[src/rtl/tx_frame_packer.sv]
// Write-side framer feeding an async FIFO: wraps each input frame as SOF, payload, XOR checksum.
// Frames longer than MAX_LEN are truncated and flagged, and the rest of that input frame is discarded.
module tx_frame_packer #(
  parameter int                 DATA_W   = 8,
  parameter int                 MAX_LEN  = 16,
  parameter logic [DATA_W-1:0]  SOF_BYTE = 8'hA5,
  parameter int                 CNT_W    = 8
) (
  input  logic              trans_clk,
  input  logic              trans_rst,
  input  logic              in_valid,
  output logic              in_ready,
  input  logic [DATA_W-1:0] in_data,
  input  logic              in_last,
  input  logic              fifo_full,
  output logic              write_enable,
  output logic [DATA_W-1:0] trans_data,
  output logic [CNT_W-1:0]  frame_count,
  output logic              overlen
);

  localparam int LEN_W = $clog2(MAX_LEN + 1);

  typedef enum logic [1:0] {IDLE, PAYLOAD, CSUM, DROP} state_t;

  state_t            state_reg, state_next;
  logic              we_reg;
  logic [DATA_W-1:0] data_reg;
  logic [CNT_W-1:0]  count_reg;
  logic              overlen_reg, overlen_next;
  logic [DATA_W-1:0] csum_reg, csum_next;
  logic [LEN_W-1:0]  len_reg, len_next;
  logic              drop_reg, drop_next;

  logic              accept;
  logic              slot_free;
  logic              fire;
  logic [LEN_W-1:0]  len_inc;
  logic              at_max;
  logic              load;
  logic [DATA_W-1:0] load_data;
  logic              count_inc;

  // The output slot can take a new byte when empty or when its current byte leaves this cycle.
  assign accept    = we_reg & ~fifo_full;
  assign slot_free = ~we_reg | accept;
  assign fire      = in_valid & in_ready;
  assign len_inc   = len_reg + LEN_W'(1);
  assign at_max    = (len_inc == LEN_W'(MAX_LEN));

  always_comb begin
    in_ready = 1'b0;
    case (state_reg)
      PAYLOAD: in_ready = slot_free;
      DROP:    in_ready = 1'b1;
      default: in_ready = 1'b0;
    endcase
  end

  always_ff @(posedge trans_clk or negedge trans_rst) begin
    if (!trans_rst) begin
      state_reg <= IDLE;
    end else begin
      state_reg <= state_next;
    end
  end

  always_comb begin
    state_next = state_reg;
    case (state_reg)
      IDLE: begin
        if (in_valid && slot_free) state_next = PAYLOAD;
      end
      PAYLOAD: begin
        if (fire && (in_last || at_max)) state_next = CSUM;
      end
      CSUM: begin
        if (slot_free) state_next = drop_reg ? DROP : IDLE;
      end
      DROP: begin
        if (in_valid && in_last) state_next = IDLE;
      end
      default: state_next = IDLE;
    endcase
  end

  always_comb begin
    load         = 1'b0;
    load_data    = csum_reg;
    csum_next    = csum_reg;
    len_next     = len_reg;
    drop_next    = drop_reg;
    overlen_next = 1'b0;
    count_inc    = 1'b0;
    case (state_reg)
      IDLE: begin
        if (in_valid && slot_free) begin
          load      = 1'b1;
          load_data = SOF_BYTE;
          csum_next = '0;
          len_next  = '0;
        end
      end
      PAYLOAD: begin
        if (fire) begin
          load      = 1'b1;
          load_data = in_data;
          csum_next = csum_reg ^ in_data;
          len_next  = len_inc;
          // A last byte landing exactly on MAX_LEN is a normal frame end, not a truncation.
          if (!in_last && at_max) begin
            drop_next    = 1'b1;
            overlen_next = 1'b1;
          end
        end
      end
      CSUM: begin
        if (slot_free) begin
          load      = 1'b1;
          load_data = csum_reg;
          count_inc = 1'b1;
          drop_next = 1'b0;
        end
      end
      default: begin
        load = 1'b0;
      end
    endcase
  end

  always_ff @(posedge trans_clk or negedge trans_rst) begin
    if (!trans_rst) begin
      we_reg      <= 1'b0;
      data_reg    <= '0;
      count_reg   <= '0;
      overlen_reg <= 1'b0;
      csum_reg    <= '0;
      len_reg     <= '0;
      drop_reg    <= 1'b0;
    end else begin
      // data_reg only changes on a load, so a stalled byte stays stable while the FIFO is full.
      if (load) begin
        we_reg   <= 1'b1;
        data_reg <= load_data;
      end else if (accept) begin
        we_reg   <= 1'b0;
      end
      if (count_inc) count_reg <= count_reg + CNT_W'(1);
      overlen_reg <= overlen_next;
      csum_reg    <= csum_next;
      len_reg     <= len_next;
      drop_reg    <= drop_next;
    end
  end

  assign write_enable = we_reg;
  assign trans_data   = data_reg;
  assign frame_count  = count_reg;
  assign overlen      = overlen_reg;

endmodule

[config.mk]
export PLATFORM = sky130hd
export DESIGN_NAME = tx_frame_packer
export DESIGN_NICKNAME = d
export VERILOG_FILES = /design/src/rtl/tx_frame_packer.sv
export SDC_FILE = /design/constraint.sdc
export NUM_CORES = 1
export LEC_CHECK = 0
export CORE_ASPECT_RATIO = 1.2
export CORE_MARGIN = 2
export CORE_UTILIZATION = 45
export CTS_CLUSTER_SIZE = 12
export DETAILED_ROUTE_END_ITERATION = 8
export PLACE_DENSITY = 0.72
export SLEW_MARGIN = 15
export SYNTH_ARGS = -nofsm -noshare
export SYNTH_HDL_FRONTEND = slang
export SYNTH_SLANG_ARGS = --single-unit
[constraint.sdc]
create_clock -name trans_clk -period 1.2 [get_ports trans_clk]
set_input_delay 0.18 -clock trans_clk [delete_from_list [all_inputs] [get_ports trans_clk]]
set_output_delay 0.18 -clock trans_clk [all_outputs]
set_load 0.005 [all_outputs]
==> results of run 1 <==
layout make-up:
class / instances / area (um2) / share of cell area (%)
clock buffer: 5 / 68.8 / 2.39
sequential: 34 / 855 / 29.7
timing repair buffer: 79 / 723 / 25.1
inverter: 4 / 15.0 / 0.522
clock inverter: 3 / 68.8 / 2.39
tap: 52 / 65.1 / 2.26
multi-input combinational: 130 / 1080 / 37.6
final timing paths:
path                                from             to  slack (ps)  depth (start not counted)
setup / recovery            write_enable    csum_reg[0]        -230                          6
hold / removal                 trans_rst   write_enable         250                          2
setup reg to reg            write_enable    csum_reg[0]        -230                          6
hold reg to reg            trans_data[1]  trans_data[1]         540                          1
max in group asynchronous      trans_rst     len_reg[1]         740                          2
min in group trans_clk        in_data[0]  trans_data[0]         490                          3
power breakdown:
part | switching, uW | internal [uW] | total, uW
clock | 467 | 833 | 1300
sequential | 418 | 1600 | 2010
combinational | 1450 | 1840 | 3290
total | 2330 | 4270 | 6600
layout by cell type, fill, tap and decap left out, types with 7 or more instances in the layout:
| cell type | instances |
|---|---|
| o21ai_2 | 13 |
| nand2b_1 | 13 |
| o21ai_1 | 7 |
| buf_4 | 37 |
| dlygate4sd2_1 | 19 |
| nand2_1 | 16 |
| dfrtp_1 | 31 |
| buf_6 | 8 |
| clkdlybuf4s50_1 | 11 |
| a22o_1 | 10 |
kinds of logic after synthesis:
| logic type | Yosys count | share of synthesized area, % |
|---|---|---|
| buf+inv | 13 | 4.67 |
| flops | 34 | 48.1 |
| compound gates | 48 | 19.0 |
| fa+ha+maj | 3 | 2.12 |
| mux | 4 | 2.26 |
| xor+xnor | 8 | 3.96 |
| simple gates | 65 | 19.9 |
repair_timing:
action / 4_1_cts / 5_1_grt
endpoints found under the setup margin: 50 / 36
pin swaps: 13 / 14
resized for setup: 64 / 25
cloned: 3 / 0
setup buffers: 22 / 1
metal layers:
layer | global-route usage (%) | vias to the layer above | wire, um
li1 | - | 787 | -
met1 | 28.3 | 874 | 2100
met2 | 38.9 | 56 | 2730
met3 | 6.03 | 9 | 229
met4 | 7.97 | 0 | 87
met5 | 0 | - | 0
per-stage QoR:
stage                     power (uW)  setup TNS [ps]  setup WS [ps]  cells  utilization, %
final                           6600           -5150           -230    307            77.9
after global routing            6950           -7330           -306    307            77.9
after CTS                       6260           -4110           -176    307            75.1
after detailed placement        4360          -11980           -471    274            62.9
after global placement          4260          -10690           -411    274            62.9
after floorplan                 3260            -750           -101    175               -
worst max-delay path, stage by stage (launching register included):
cell and delay, ps:
dfrtp_1 390, buf_6 130, a21boi_4 250, nand2b_4 120, buf_16 170, o21ai_1 160
a22o_1 150
==> impl_metrics.toml, run 1 <==
[worst_setup_path]
required_ps = 1430
start_kind = "flop"
crit_type = "reg2reg"
cp_data_arrival_time_ps = 1660
cp_max_fo = 15
end_kind = "flop"

[run]
drv_cap = 0

[placed_design]
gp_congestion = 0.848
dp_hpwl_um = 2730
placed_cell_area_mm2 = 0.00232
io_buffers = 31

[routing]
viasPerCell = 5.62
vias = 1726
ant_nets = 0
drt_iter0_markers = 104
wl_per_cell_um = 16.8
routed_wl_um = 5140
drc = 0
first_pass_iters = 4

[floorplan]
coreArea_mm2 = 0.00369
dieArea_mm2 = 0.00445
fp.dieW_um = 61.2
start_util_pct = 47.9
rows = 24
die_y_um = 72.7
num_io_pins = 32

[grt]
grt_max_degree = 35
antenna_found_initial = 0
grt_pass1_wl_um = 7710
grt_pass1_vias = 1701
gr-total-overflow = 0
grt.total_usage_pct = 23.2

[logic_synthesis]
synth_top_cell_area_share_pct = 48.1
yosysSeqAreaShare_pct = 48.1
synth.area.top_cells = "dfrtp_1, nand2b_1, a22o_1"
syn-instance-count = 175
syn-cell-area_mm2 = 0.00177
synthesis.nets = 191
synthFlopType = "dfrtp_1"
synth_cell_type_count = 38
async_flop_share_pct = 100
synth_edf_count = 0
synth.avg_cell_area_um2 = 10.1
synth_commonest_cells = "dfrtp_1, nand2_1, nand2b_1, o21ai_0, a22o_1"
yosysMostFrequentCell = "dfrtp_1"
yosysTopAreaCell = "dfrtp_1"
yosys_register_bits = 34
yosysWarnings = 0

[layout]
fin_area_mm2 = 0.00288
final_layout_size_suffix_gt1_share_pct = 40.8
antenna_cells = 0
filler_cell_count = 244
area_growth_pct = 62.7
final_net_count = 270

[clock_tree]
holdBufCountCts = 0
clk_path_buf_depth = 2
clk_latency_ps = 290
cts.sinks = 34
cts_buffers = 5
h-tree-depth = 2
root_buffer = "clkbuf_8"
cts_tree = "built"
clkTransAtPathRegs_ps = 80

[timing]
tightest_slew_ps = 308
drv_slew = 0
setup_ws_ps = -230
rsz0062_at_grt = "yes"
setup_violations = 36
max_freq_mhz = 700
hold_viol_final = 0
fin_hold_ws_ps = 254
skew_ps = 8.60
period_share_pct = 119
min_period_ps = 1430
slew_headroom_pct = 79.4

[run_status]
status = "complete, but fails checks"
violations = "setup timing"

[power]
p_per_area_mw_per_mm2 = 2290
p_leak_uw = 0.00133
vdd_ir_drop_max_v = 0.00142

[hold_path]
min_path_type = "in2async"
No activity file was read; power rests on OpenSTA's default activity.
==> run 2: changes to the inputs <==
CORE_UTILIZATION = 47   (was 45)
PLACE_DENSITY = 0.8   (was 0.72)
==> run 2 against run 1 <==
Against the previous run:
- the run still ends with setup timing left
- flip-flop and latch count stayed put
- critical endpoint is now trans_data[4]
- global-route usage grew 1.3 points
- non-clock buffer count is 4 lower
- worst hold slack better by 1.7 ps
- clock-buffer cell count did not move
- clock skew grew 4.8 ps
- critical path depth decreased by 1
- largest cell class unchanged
- final area down 1.0%
- utilization rose by 0.46 points
- register-to-register slack worse by 20 ps
- sequential power hardly changed
==> impl_metrics.toml, run 2 (synthesis results as in run 1) <==
[worst_setup_path]
cp_max_fo = 6
end_kind = "flop"
reg2reg_from = "write_enable"
crit_type = "reg2reg"
crit_slowest_cell = "dfrtp_1"
path_buf_inv = 1
worstSetupStartpoint = "write_enable"
path_delay_family = "simple AND/OR/NAND/NOR gates"
crit_chain = "buf_6 -> a21boi_4 -> and3b_2 -> nand2_1 -> a2bb2oi_2"
required_ps = 1420
start_kind = "flop"
cp_data_arrival_time_ps = 1670
cpPeakStageDelay_ps = 400

[routing]
top_layer_used = "met4"
first_pass_iters = 4
wl_per_cell_um = 16.8
routed-wl-met3_um = 233
wl_met1_um = 1960
route.met2.wl_um = 2780
vias = 1664
routed_wl_um = 5090
drc = 0
ant_nets = 0
viasPerCell = 5.49
drt_iter0_markers = 76

[power]
switching_share_pct = 35.1
p_sw_uw = 2300
power_frac_clock_pct = 19.6
p_comb_share_pct = 49.6
p_int_uw = 4250
vdd_ir_drop_max_v = 0.00125
p_seq_share_pct = 30.8
p_per_area_mw_per_mm2 = 2300
p_leak_uw = 0.00131

[floorplan]
coreArea_mm2 = 0.00363
fp.dieW_um = 60.0
start_util_pct = 48.7
num_io_pins = 32
rows = 24
die_y_um = 71.2
dieArea_mm2 = 0.00427

[clock_tree]
clk_latency_ps = 300
clkTransAtPathRegs_ps = 80
cts_buffers = 5
cts.sinks = 34
root_buffer = "clkbuf_8"
holdBufCountCts = 0
cts_tree = "built"
h-tree-depth = 2
clk_path_buf_depth = 2

[timing]
max_freq_mhz = 690
fin_hold_ws_ps = 255
tightest_slew_ps = 282
slew_headroom_pct = 81.2
setup_ws_ps = -248
min_period_ps = 1450
period_share_pct = 121
drv_slew = 0
hold_viol_final = 0
setup_violations = 34
setup_tns_ps = -5470
rsz0062_at_grt = "yes"
skew_ps = 13.4

[placed_design]
dp_hpwl_um = 2660
gp_congestion = 0.850
dp_cells = 271
placed_cell_area_mm2 = 0.00230
io_buffers = 31

[grt]
grt.total_usage_pct = 24.5
grt_max_degree = 35
antenna_found_initial = 0
grt_pass1_wl_um = 7670
gr-total-overflow = 0
grt_pass1_vias = 1657

[run_status]
violations = "setup timing"
status = "complete, but fails checks"

[layout]
fin_area_mm2 = 0.00285
antenna_cells = 0
final_net_count = 266
area_growth_pct = 61.0
layout_common_cells = "buf_4, dfrtp_1, dlygate4sd2_1"
final_layout_size_suffix_gt1_share_pct = 41.4
filler_cell_count = 230
utilization_pct = 78.3
final_common_cell = "buf_4"
final_cells = 303

[run]
drv_cap = 0

[hold_path]
min_path_type = "in2async"
run 2: cell types whose count changed in the layout (fill, tap and decap cells not counted), sizes merged:
cell and change:
buf -5, clkbuf +2, dlygate4sd2 -1
run 2: worst register-to-register path: cells and delay by family (launching register included):
family                 cells  cell delay, ps
and+or+nand+nor            2             430
DFF                        1             400
AOI/OAI and AO/OA          2             400
buffers and inverters      1             130
run 2: power groups by stage:
stage	registers (uW)	clock network [uW]	logic, uW
after floorplan	1980	0	1280
after global placement	2020	0	2250
after detailed placement	2040	0	2310
after CTS	1950	1300	2790
after global routing	2080	1350	3490
final	2020	1280	3250
run 2: area by class of cell:
class,instances,area (um2),share of cell area (%)
multi-input cells,130,1090,38.5
repair buffers,75,679,23.9
clock inverters,3,68.8,2.42
flip-flops and latches,34,855,30.0
inverters,4,15.0,0.527
well taps,52,65.1,2.29
clock buffers,5,68.8,2.42
run 2: routing by layer:
layer,vias up,GRT usage (%)
met5,-,0
met3,12,5.48
met4,0,10.9
li1,779,-
met1,822,29.0
met2,51,41.3
run 2: final timing paths:
check                      cells past startpoint  slack (ps)            end
setup / recovery                               5        -250  trans_data[4]
hold / removal                                 2         260    csum_reg[1]
setup reg to reg                               5        -250  trans_data[4]
hold reg to reg                                1         530  trans_data[1]
max in group asynchronous                      2         750     len_reg[0]
min in group trans_clk                         3         480  trans_data[2]
run 2: what timing repair did:
action,CTS,global route
gates cloned,1,2
resized for setup,53,39
pin swaps,10,12
endpoints found under the setup margin,51,36
setup buffers,18,3
run 2: metrics by stage:
| step | total power, uW | worst slack (ps) |
|---|---|---|
| 2_1_floorplan | 3260 | -101 |
| 3_3_place_gp | 4280 | -452 |
| 3_5_place_dp | 4340 | -498 |
| 4_1_cts | 6030 | -179 |
| 5_1_grt | 6910 | -305 |
| 6_report | 6550 | -248 |
==> run 3: changes to the inputs <==
CAP_MARGIN = 10   (was default)
SETUP_SLACK_MARGIN = 0.2   (was default)
==> run 3 against run 2 <==
Against the previous run:
- register-to-register slack worse by 40 ps
- clock skew decreased by 8.7 ps
- largest power group unchanged
- sequential share of layout area shrank 1.4 points
- the run still ends with setup timing left
- highest routed layer unchanged
- utilization up 3.9 points
- sequential power increased by 2%
==> impl_metrics.toml, run 3 (synthesis results as in run 1) <==
[floorplan]
dieArea_mm2 = 0.00427
rows = 24
num_io_pins = 32
coreArea_mm2 = 0.00363
fp.dieW_um = 60.0
start_util_pct = 48.7
die_y_um = 71.2

[timing]
setup_violations = 36
skew_ps = 4.60
period_share_pct = 124
setup_ws_ps = -286
max_freq_mhz = 673
drv_slew = 0
min_period_ps = 1490
slew_headroom_pct = 82.4
tightest_slew_ps = 264
rsz0062_at_grt = "yes"
hold_viol_final = 0

[layout]
layout_common_cells = "buf_4, dfrtp_1, buf_2"
fin_area_mm2 = 0.00299
area_growth_pct = 69.0
final_net_count = 280
final_common_cell = "buf_4"
antenna_cells = 0
final_layout_size_suffix_gt1_share_pct = 54.7

[grt]
grt_max_degree = 35
met1_usage_pct = 30.5
grtUsageMet3_pct = 5.12
grt_pass1_wl_um = 8160
gr-total-overflow = 0
antenna_found_initial = 0
grt.total_usage_pct = 25.4
grt-busiest-layer = "met2"
grt_pass1_vias = 1768
grtUsageMet2_pct = 44.2

[placed_design]
io_buffers = 31
dp_hpwl_um = 2830
gp_congestion = 0.778
placed_cell_area_mm2 = 0.00234

[run_status]
status = "complete, but fails checks"
violations = "setup timing"

[clock_tree]
h-tree-depth = 2
cts_buffers = 5
clk_path_buf_depth = 2
cts.sinks = 34
clkTransAtPathRegs_ps = 60
root_buffer = "clkbuf_8"
clk_latency_ps = 290
cts_tree = "built"

[power]
total_power_uw = 6810
p_per_area_mw_per_mm2 = 2280
p_leak_uw = 0.00137
vdd_ir_drop_max_v = 0.00130

[routing]
vias = 1817
drc = 0
wl_per_cell_um = 19.1
drt_iter0_markers = 105
ant_nets = 0
first_pass_iters = 5
viasPerCell = 5.73
routed_wl_um = 6050

[worst_setup_path]
crit_slowest_cell = "dfrtp_1"
cp_max_fo = 4
cpMostUsedCell = "buf_6"
start_kind = "flop"
end_kind = "flop"
required_ps = 1370
cp_data_arrival_time_ps = 1650
crit_type = "reg2reg"
crit_chain = "buf_6 -> a21boi_4 -> buf_6 -> nor2b_4 -> o21ai_1 -> a22o_1"
reg2reg_depth = 6
cpPeakStageDelay_ps = 390

[hold_path]
min_path_type = "in2async"

[run]
drv_cap = 0
==> run 3: changes by cell type in the layout (fill, tap and decap cells not counted), sizes merged <==
cell / change
buf: +30
clkinv: -1
nand2b: +3
clkbuf: +3
and3b: -1
dlygate4sd2: -17
clkdlybuf4s15: -1
bufinv: -2
==> run 3: what timing repair did <==
item | CTS | global route
gates cloned | 3 | 2
setup buffers | 23 | 10
hold buffers | 0 | 0
resized for setup | 96 | 58
pin swaps | 12 | 25
setup endpoints to repair | 53 | 46
==> run 3: worst max-delay path, delay by kind of cell, from the launching register on <==
family                 cells  cell delay, ps
AND/OR/NAND/NOR            1             180
AO/OA/AOI/OAI              3             530
buffers and inverters      2             260
flip-flops                 1             390
==> run 3: layout make-up <==
class	count	area (um2)
flip-flops and latches	34	855
fillers	191	646
well taps	52	65.1
clock buffers	8	110
inverters	4	15.0
multi-input cells	132	1200
repair buffers	87	739
==> run 3: path summary, 6_finish.rpt <==
kind | start | to | slack, ps
setup / recovery | write_enable | len_reg[2] | -290
hold / removal | trans_rst | drop_reg | 260
setup reg to reg | write_enable | len_reg[2] | -290
hold reg to reg | trans_data[4] | trans_data[4] | 550
max in group asynchronous | trans_rst | len_reg[0] | 750
min in group trans_clk | in_data[5] | trans_data[5] | 500
==> run 3: per-stage QoR <==
stage / hold WS (ps) / setup TNS [ps] / utilization (%) / setup WS, ps / instances
5_1_grt: 282 / -7520 / 82.2 / -319 / 317
4_1_cts: 262 / -4570 / 73.1 / -209 / 305
6_report: 260 / -6170 / 82.2 / -286 / 317
3_5_place_dp: 469 / -12150 / 64.3 / -445 / 271
2_1_floorplan: -116 / -811 / - / -98.7 / 175
3_3_place_gp: 461 / -10340 / 64.3 / -375 / 271
==> run 3: power by group <==
| part | switching, uW | internal (uW) | total, uW | leakage, uW |
|---|---|---|---|---|
| combinational | 1690 | 2070 | 3760 | 0.000894 |
| sequential | 463 | 1600 | 2060 | 0.000414 |
| clock | 416 | 579 | 996 | 0.0000575 |
==> run 3: metal layers <==
metal,up-vias,share of wire (%)
li1,802,-
met1,914,38
met2,77,53
met3,24,5.2
met4,0,3.6
met5,-,0
